`src/rtl/router_pkt_tx.sv`:
```
// router_pkt_tx
//
// Packet source for one router input port. A command (address, length,
// parity-error flag) is accepted in IDLE. The block then drives a header byte
// {len, addr}, len payload bytes popped from a first-word-fall-through buffer,
// and finally a parity byte. The parity byte is the XOR of the header and all
// payload bytes, optionally complemented for error injection. Every byte is
// held on the pins until the router consumes it, which is a rising edge with
// busy low.
//
// Ports
//   clk, rst        clock; synchronous active-low reset
//   cmd_valid       command request
//   cmd_ready       high only in IDLE (combinational from state)
//   cmd_addr[1:0]   destination port 0..2; 3 is rejected with an err pulse
//   cmd_len[5:0]    payload byte count 0..63
//   cmd_bad_parity  send the complemented parity byte
//   pl_data[7:0]    head of the payload buffer
//   pl_empty        payload buffer empty
//   pl_rd           payload pop strobe (combinational)
//   busy            router busy; a byte is consumed at an edge with busy low
//   abort           drop the current packet (ignored in IDLE)
//   pkt_valid       registered, to the router
//   data_out[7:0]   registered, to the router data_in
//   done            one-cycle pulse after the parity byte is consumed
//   err             one-cycle pulse after a rejected command
//   pkt_count[15:0] completed packet count, wraps
module router_pkt_tx #(
  parameter int unsigned GAP_CYCLES = 2
) (
  input  logic        clk,
  input  logic        rst,
  input  logic        cmd_valid,
  output logic        cmd_ready,
  input  logic [1:0]  cmd_addr,
  input  logic [5:0]  cmd_len,
  input  logic        cmd_bad_parity,
  input  logic [7:0]  pl_data,
  input  logic        pl_empty,
  output logic        pl_rd,
  input  logic        busy,
  input  logic        abort,
  output logic        pkt_valid,
  output logic [7:0]  data_out,
  output logic        done,
  output logic        err,
  output logic [15:0] pkt_count
);

  typedef enum logic [2:0] {
    ST_IDLE = 3'd0,
    ST_HDR  = 3'd1,
    ST_PLD  = 3'd2,
    ST_PAR  = 3'd3,
    ST_GAP  = 3'd4
  } state_t;

  // The gap counter only needs to reach GAP_CYCLES-1; keep it at least 1 bit wide.
  localparam int unsigned GAP_W = (GAP_CYCLES > 32'd1) ? $clog2(GAP_CYCLES) : 1;
  localparam logic [GAP_W-1:0] GAP_LAST =
    (GAP_CYCLES > 32'd0) ? GAP_W'(GAP_CYCLES - 32'd1) : {GAP_W{1'b0}};

  // Header byte layout: length in the upper six bits, port in the lower two.
  function automatic logic [7:0] hdr_byte(input logic [5:0] len, input logic [1:0] addr);
    return {len, addr};
  endfunction

  // Byte actually transmitted in the parity slot (optionally corrupted).
  function automatic logic [7:0] tx_parity(input logic [7:0] par, input logic bad);
    return par ^ {8{bad}};
  endfunction

  state_t           state_q, state_d;
  logic             pkt_valid_q, pkt_valid_d;
  logic [7:0]       data_out_q, data_out_d;
  logic             done_q, done_d;
  logic             err_q, err_d;
  logic [15:0]      pkt_count_q, pkt_count_d;
  logic [7:0]       parity_q, parity_d;
  logic [5:0]       remaining_q, remaining_d;
  logic             bad_par_q, bad_par_d;
  logic [GAP_W-1:0] gap_cnt_q, gap_cnt_d;
  logic             load_s;

  assign cmd_ready = (state_q == ST_IDLE);
  // The pop strobe must stay low while reset is asserted.
  assign pl_rd     = load_s & rst;
  assign pkt_valid = pkt_valid_q;
  assign data_out  = data_out_q;
  assign done      = done_q;
  assign err       = err_q;
  assign pkt_count = pkt_count_q;

  // Next-state and next-output computation for the packet sequencer.
  always_comb begin
    state_d     = state_q;
    pkt_valid_d = pkt_valid_q;
    data_out_d  = data_out_q;
    done_d      = 1'b0;
    err_d       = 1'b0;
    pkt_count_d = pkt_count_q;
    parity_d    = parity_q;
    remaining_d = remaining_q;
    bad_par_d   = bad_par_q;
    gap_cnt_d   = gap_cnt_q;
    load_s      = 1'b0;

    if (abort && (state_q != ST_IDLE)) begin
      // Drop the packet outright; bytes already popped are not restored.
      state_d     = ST_IDLE;
      pkt_valid_d = 1'b0;
      data_out_d  = 8'h00;
      gap_cnt_d   = {GAP_W{1'b0}};
    end else begin
      case (state_q)
        ST_IDLE: begin
          if (cmd_valid) begin
            if (cmd_addr == 2'd3) begin
              err_d = 1'b1;
            end else begin
              state_d     = ST_HDR;
              pkt_valid_d = 1'b1;
              data_out_d  = hdr_byte(cmd_len, cmd_addr);
              parity_d    = hdr_byte(cmd_len, cmd_addr);
              remaining_d = cmd_len;
              bad_par_d   = cmd_bad_parity;
            end
          end else begin
            state_d = ST_IDLE;
          end
        end

        // Header and payload share the advance rule: the byte on the pins is
        // replaced only at a consuming edge, and only if a successor exists.
        ST_HDR, ST_PLD: begin
          if (!busy) begin
            if (remaining_q == 6'd0) begin
              state_d     = ST_PAR;
              pkt_valid_d = 1'b0;
              data_out_d  = tx_parity(parity_q, bad_par_q);
            end else if (!pl_empty) begin
              load_s      = 1'b1;
              state_d     = ST_PLD;
              data_out_d  = pl_data;
              parity_d    = parity_q ^ pl_data;
              remaining_d = remaining_q - 6'd1;
            end else begin
              // Buffer underrun: hold the current byte and pkt_valid.
              state_d = state_q;
            end
          end else begin
            state_d = state_q;
          end
        end

        ST_PAR: begin
          if (!busy) begin
            done_d      = 1'b1;
            pkt_count_d = pkt_count_q + 16'd1;
            gap_cnt_d   = {GAP_W{1'b0}};
            if (GAP_CYCLES == 32'd0) begin
              state_d = ST_IDLE;
            end else begin
              state_d = ST_GAP;
            end
          end else begin
            state_d = ST_PAR;
          end
        end

        ST_GAP: begin
          if (gap_cnt_q == GAP_LAST) begin
            state_d   = ST_IDLE;
            gap_cnt_d = {GAP_W{1'b0}};
          end else begin
            gap_cnt_d = gap_cnt_q + {{(GAP_W-1){1'b0}}, 1'b1};
          end
        end

        default: begin
          state_d     = ST_IDLE;
          pkt_valid_d = 1'b0;
          data_out_d  = 8'h00;
        end
      endcase
    end
  end

  // State and output registers with synchronous active-low reset.
  always_ff @(posedge clk) begin
    if (!rst) begin
      state_q     <= ST_IDLE;
      pkt_valid_q <= 1'b0;
      data_out_q  <= 8'h00;
      done_q      <= 1'b0;
      err_q       <= 1'b0;
      pkt_count_q <= 16'd0;
      parity_q    <= 8'h00;
      remaining_q <= 6'd0;
      bad_par_q   <= 1'b0;
      gap_cnt_q   <= {GAP_W{1'b0}};
    end else begin
      state_q     <= state_d;
      pkt_valid_q <= pkt_valid_d;
      data_out_q  <= data_out_d;
      done_q      <= done_d;
      err_q       <= err_d;
      pkt_count_q <= pkt_count_d;
      parity_q    <= parity_d;
      remaining_q <= remaining_d;
      bad_par_q   <= bad_par_d;
      gap_cnt_q   <= gap_cnt_d;
    end
  end

endmodule

```
`config.mk`:
```
export PLATFORM = sky130hd
export DESIGN_NAME = router_pkt_tx
export DESIGN_NICKNAME = d
export VERILOG_FILES = /design/src/rtl/router_pkt_tx.sv
export SDC_FILE = /design/constraint.sdc
export NUM_CORES = 1
export LEC_CHECK = 0
export ABC_AREA = 0
export CAP_MARGIN = 10
export CORE_MARGIN = 8
export CORE_UTILIZATION = 35
export CTS_CLUSTER_SIZE = 30
export DETAILED_ROUTE_END_ITERATION = 10
export PLACE_DENSITY = 0.65
export SYNTH_ARGS = -nofsm -noshare
export SYNTH_HDL_FRONTEND = slang
export SYNTH_SLANG_ARGS = --single-unit
```
`constraint.sdc`:
```
create_clock -name clk -period 2.9 [get_ports clk]
set_input_delay 0.725 -clock clk [delete_from_list [all_inputs] [get_ports clk]]
set_output_delay 0.725 -clock clk [all_outputs]
set_load 0.02 [all_outputs]
```
# ---- Yosys cells after proc, flatten, opt, wreduce, memory -nomap -nowiden
# Cells that the tools add are included.
dict set report totals {
  reg_bits 46
  input_bits 23
  out_inout_bits 29
}
dict set report op_classes {
  n_addsub 3
  n_eq_ne 15
  muxes 39
  n_bitwise 11
  reduce_logical 18
}
# cell count
set ops {}
lappend ops {{8-bit 2-to-1 mux} 8}
lappend ops {{6-bit 2-to-1 mux} 5}
lappend ops {{8-bit case mux with 3 select lines} 1}
lappend ops {{3-bit 2-to-1 mux} 7}
lappend ops {{16-bit by 1-bit adder with 16-bit output (second input constant)} 1}
lappend ops {{2-bit inequality test (second input constant)} 8}
lappend ops {{8-bit case mux with 2 select lines} 1}
lappend ops {{8-bit bitwise XOR} 2}
lappend ops {{1-bit 2-to-1 mux} 13}
lappend ops {{3-bit case mux with 4 select lines} 1}
lappend ops {{6-bit case mux with 2 select lines} 1}
lappend ops {{5-bit AND reduction} 2}
lappend ops {{1-bit NOT} 8}
lappend ops {{4-bit AND reduction} 2}
lappend ops {{7-bit AND reduction} 1}
lappend ops {{3-bit by 2-bit equality test with 1-bit output (second input constant)} 2}
lappend ops {{6-bit zero test} 1}
lappend ops {{3-bit inequality test (second input constant)} 2}
lappend ops {{2-bit OR reduction} 3}
lappend ops {{6-bit by 1-bit subtractor with 6-bit output (second input constant)} 1}
lappend ops {{2-bit nonzero test} 2}
lappend ops {{4-bit OR reduction} 1}
lappend ops {{3-bit by 1-bit equality test with 1-bit output (second input constant)} 1}
lappend ops {{3-bit equality test (second input constant)} 1}
lappend ops {{other kinds (11)} 11}

# ---- Logic depth before layout (Yosys ltp)
dict set report logic_depth {
  depth_word 6
  mapped_depth 7
  mapped_depth_nobuf 6
}

# ---- Least setup slack after synthesis
# Ideal clock, no wire load.
dict set report synth_path {
  path_type {reg-to-output}
  from {register state_q[0]}
  to {output pl_rd}
  arrival_time_ns 2.039
  slack_ns 0.136
  stages_incl_launch_ff 5
  n_path_buf 1
  cell_sequence {dfxtp_1 -> buf_2 -> nor3_2 -> o21ai_1 -> nor4_1}
}
dict set report synth_via {
  elab_chain_cells 5
  word_cells_on_any_way 8
  classes_between {2 x eq/ne; 2 x mux; 1 x bitwise; 3 x reduce/logical}
}
# item line_no
set synth_lines {}
lappend synth_lines {{from (decl)} 73} ;# state_t state_q, state_d;
lappend synth_lines {{from (signal assigned)} 203} ;# state_q <= state_d;
lappend synth_lines {{3-bit by 1-bit equality test with 1-bit output / 3-bit by 2-bit equality test with 1-bit output (equally long branches)} 115} ;# case (state_q)
lappend synth_lines {{2-bit OR reduction} 115}
lappend synth_lines {{1-bit 2-to-1 mux} 115}
lappend synth_lines {{1-bit 2-to-1 mux (*)} 108} ;# if (abort && (state_q != ST_IDLE)) begin
lappend synth_lines {{1-bit AND (*)} 87} ;# assign pl_rd = load_s & rst;
lappend synth_lines {{to (decl)} 40} ;# output logic pl_rd,
# Every way passes the cells marked *; elsewhere a longest branch is shown, timed or not.

# ---- Worst setup path after layout
dict set report layout_path {
  from {input abort}
  to {output pl_rd}
}
dict set report layout_via {
  elab_chain_cells 3
}
# item line_no
set layout_lines {}
lappend layout_lines {{from (decl)} 42} ;# input logic abort,
lappend layout_lines {{1-bit logical AND} 108}
lappend layout_lines {{1-bit 2-to-1 mux} 108}
lappend layout_lines {{1-bit AND} 87}
# No other way between the ends.

==> flow_summary.json <==
{
  "die-area_sq_um": 11000,
  "crit_path_start_kind": "input pin",
  "worst_pin_slew_ns": 1.25,
  "synth_ff_type": "dfxtp_1",
  "holdWs_ns": 0.479,
  "slew_headroom_pct": 16.6,
  "synthMuxAreaShare_pct": 0.726,
  "skew_ns": 0.00521,
  "synth-seq-cells": 46,
  "fin_setup_tns_ns": 0,
  "antenna_found_initial": 0,
  "grt.total_usage_pct": 15.4,
  "num_rows": 32,
  "final_hold_viol_count": 0,
  "grt_pass1_wl_microns": 14300,
  "dp.cells": 494,
  "final_antenna_net_count": 0,
  "syn_inst": 342,
  "syn_nets": 367,
  "clk_pin_slew_ns": 0.08,
  "drtPass1Iterations": 4,
  "synth_fa_ha_area_share_pct": 0.907,
  "cts_made_buffers": 5,
  "rr_worst_depth": 5,
  "power_density_nw_per_um2": 904,
  "grt_overflow_total": 0,
  "leakage_nw": 1.31,
  "fmax_mhz": 355,
  "tritoncts": "done",
  "min_to": "pkt_count[15]$_SDFFE_PN0P_",
  "maxCapViolCount": 0,
  "ys_seq_area_share_pct": 33.4,
  "drive_above_1_share_pct": 10.0,
  "synth_top_family_by_area": "compound AO/OA/AOI/OAI gates",
  "final_cell_mix": "clkdlybuf4s50_1, dfxtp_1, buf_4",
  "crit_path_end_kind": "primary output",
  "critical_path.slowest_cell": "clkdlybuf4s50_1",
  "grt_max_degree": 35,
  "hold_class": "flip-flop to flip-flop",
  "io_buffers": 51,
  "cp_num_buf_inv": 3,
  "cp.required_ns": 2.17,
  "post-dp-hpwl_microns": 6120,
  "clock-root-buffer": "clkbuf_8",
  "nets": 424,
  "ys_warn_count": 0,
  "die_y_microns": 105,
  "finalMaxSlewViolations": 0,
  "htreeDepth": 2,
  "vias_per_cell": 5.79,
  "synth_xor_area_share_pct": 5.40,
  "wirelength_microns": 8470,
  "min_period_over_period_pct": 97.0,
  "cts_sinks": 46,
  "final_util_pct": 46.5,
  "hold_start": "pkt_count[15]$_SDFFE_PN0P_",
  "synth_edf_count": 0,
  "rrSetupSlack_ns": 0.34,
  "critPathKind": "input pin to primary output",
  "peakVddDrop_v": 0.000364,
  "grt_pass1_vias": 2809,
  "syn2layout_area_growth_pct": 29.7,
  "min_path_cells": 2,
  "synthDistinctLibCells": 56,
  "synth_top_area_share_pct": 33.4,
  "regToRegStartpoint": "state_q[2]$_SDFFE_PP0P_",
  "drc_errors": 0,
  "ioPinCount": 52,
  "min_period_ns": 2.81,
  "antenna_cells": 0,
  "wire_per_inst_microns": 16.9,
  "die_w_microns": 105,
  "synth_compound_area_share_pct": 30.0,
  "core_region_area_sq_um": 7690,
  "post_cts_buffers": 0,
  "rsz0062_at_grt": "no",
  "globalplace.congestion": 0.861,
  "cts.path.max_buffers": 2,
  "synth.avg_cell_area_sq_um": 8.07,
  "critPathMaxStageDelay_ns": 0.43,
  "setup_viol": 0,
  "synthTopCellsByArea": "dfxtp_1, o211ai_1, xor2_1",
  "arrival_ns": 2.09,
  "path_delay_family": "buffers and inverters",
  "status": "complete, no violations",
  "r2r_end": "parity_q[5]$_SDFFE_PN0P_",
  "synth_top_area_cell": "dfxtp_1",
  "final_common_cell": "clkdlybuf4s50_1",
  "clk-insertion-delay-late_ns": 0.30,
  "path_max_fanout": 2,
  "ys_async_sr_fraction_pct": 0,
  "path_cells": "clkdlybuf4s50_1, inv_1, o21ai_1, nor4_1, dlygate4sd2_1",
  "synthSimpleGateAreaFrac_pct": 23.4,
  "routed-via-count": 2903,
  "start_util_pct": 35.9,
  "synth_area_sq_um": 2760,
  "drtIter0Drc": 262,
  "stdcell_count": 501
}
-- stage by stage --
stage,worst slack (ns),instance area (sq um),power (W)
after floorplan,0.136,2760,0.00215
after global placement,-0.209,3500,0.00281
after detailed placement,-0.230,3500,0.00285
after CTS,0.0802,3580,0.00323
after global routing,0.0160,3580,0.00347
final,0.0857,3580,0.00324
-- state kept, by name, summed over array words and instances (netlist names) --
register,count
pkt_valid,1
parity_q,8
state_q,3
data_out,8
pkt_count,16
remaining_q,6
err,1
gap_cnt_q,1
done,1
bad_par_q,1
-- worst register-to-register path: stages, from the launching register on --
cell and delay (ns):
dfxtp_1 0.50, buf_4 0.39, or3_1 0.20, a2bb2oi_1 0.98
a221oi_1 0.10, o31a_1 0.29
-- report_power, final --
part / switching (W) / internal [W] / total, W
combinational: 0.00115 / 0.000791 / 0.00194
clock: 0.000216 / 0.000162 / 0.000378
sequential: 0.000142 / 0.000777 / 0.000920
-- Yosys cell counts (2+ instances only) --
cell type,n
nor2_1,17
a22o_1,9
o21a_1,7
nand2b_1,8
a311oi_1,3
a21oi_1,23
xor2_1,14
nand4b_1,2
xnor2_1,3
dfxtp_1,46
inv_1,16
ha_1,2
clkbuf_1,19
a31oi_1,9
and2_1,3
nor4_1,11
nand4_1,7
o311ai_0,4
o41ai_1,5
mux2i_1,2
nor2b_1,4
buf_2,8
o211ai_1,21
o21ai_0,11
nand2_1,24
nand3_1,6
a211oi_1,2
or3_1,5
nor4b_1,3
o31ai_1,9
a221oi_1,2
nor3_1,12
o21ai_1,2
-- timing repair --
item                       in CTS  in global routing
hold buffers                    0                  0
setup endpoints to repair       1                  0
resized for setup               1                  0
-- worst max path at each step --
stage,cells past startpoint,to,start
final,5,pl_rd,abort
after global routing,5,pl_rd,abort
after CTS,5,pl_rd,abort
after detailed placement,5,pl_rd,abort
after global placement,5,pl_rd,abort
after floorplan,4,pl_rd,state_q[0]$_SDFFE_PP0P_
-- cells by family (layout without fill, tap and decap cells) --
family	Yosys count	count (layout)
muxes	2	2
xor gates and xnor gates	17	17
DFF	46	46
buffers and inverters	43	100
AOI/OAI and AO/OA	117	117
and+or+nand+nor	115	115
adders and majority gates	2	2
-- routing by layer --
layer / global-route usage, % / up-vias / part of all wire (%)
li1: - / 1404 / -
met1: 20.2 / 1386 / 44
met2: 24.6 / 94 / 48
met3: 2.64 / 19 / 5.2
met4: 6.12 / 0 / 2.7
met5: 0 / - / 0
-- layout make-up --
class / instances / area [sq um]
clock buffers: 5 / 68.8
clock inverters: 2 / 10.0
fillers: 800 / 4110
inverters: 16 / 60.1
multi-input cells: 253 / 1670
flip-flops and latches: 46 / 921
well taps: 102 / 128
repair buffers: 77 / 717
(Power assumes the default switching activity.)
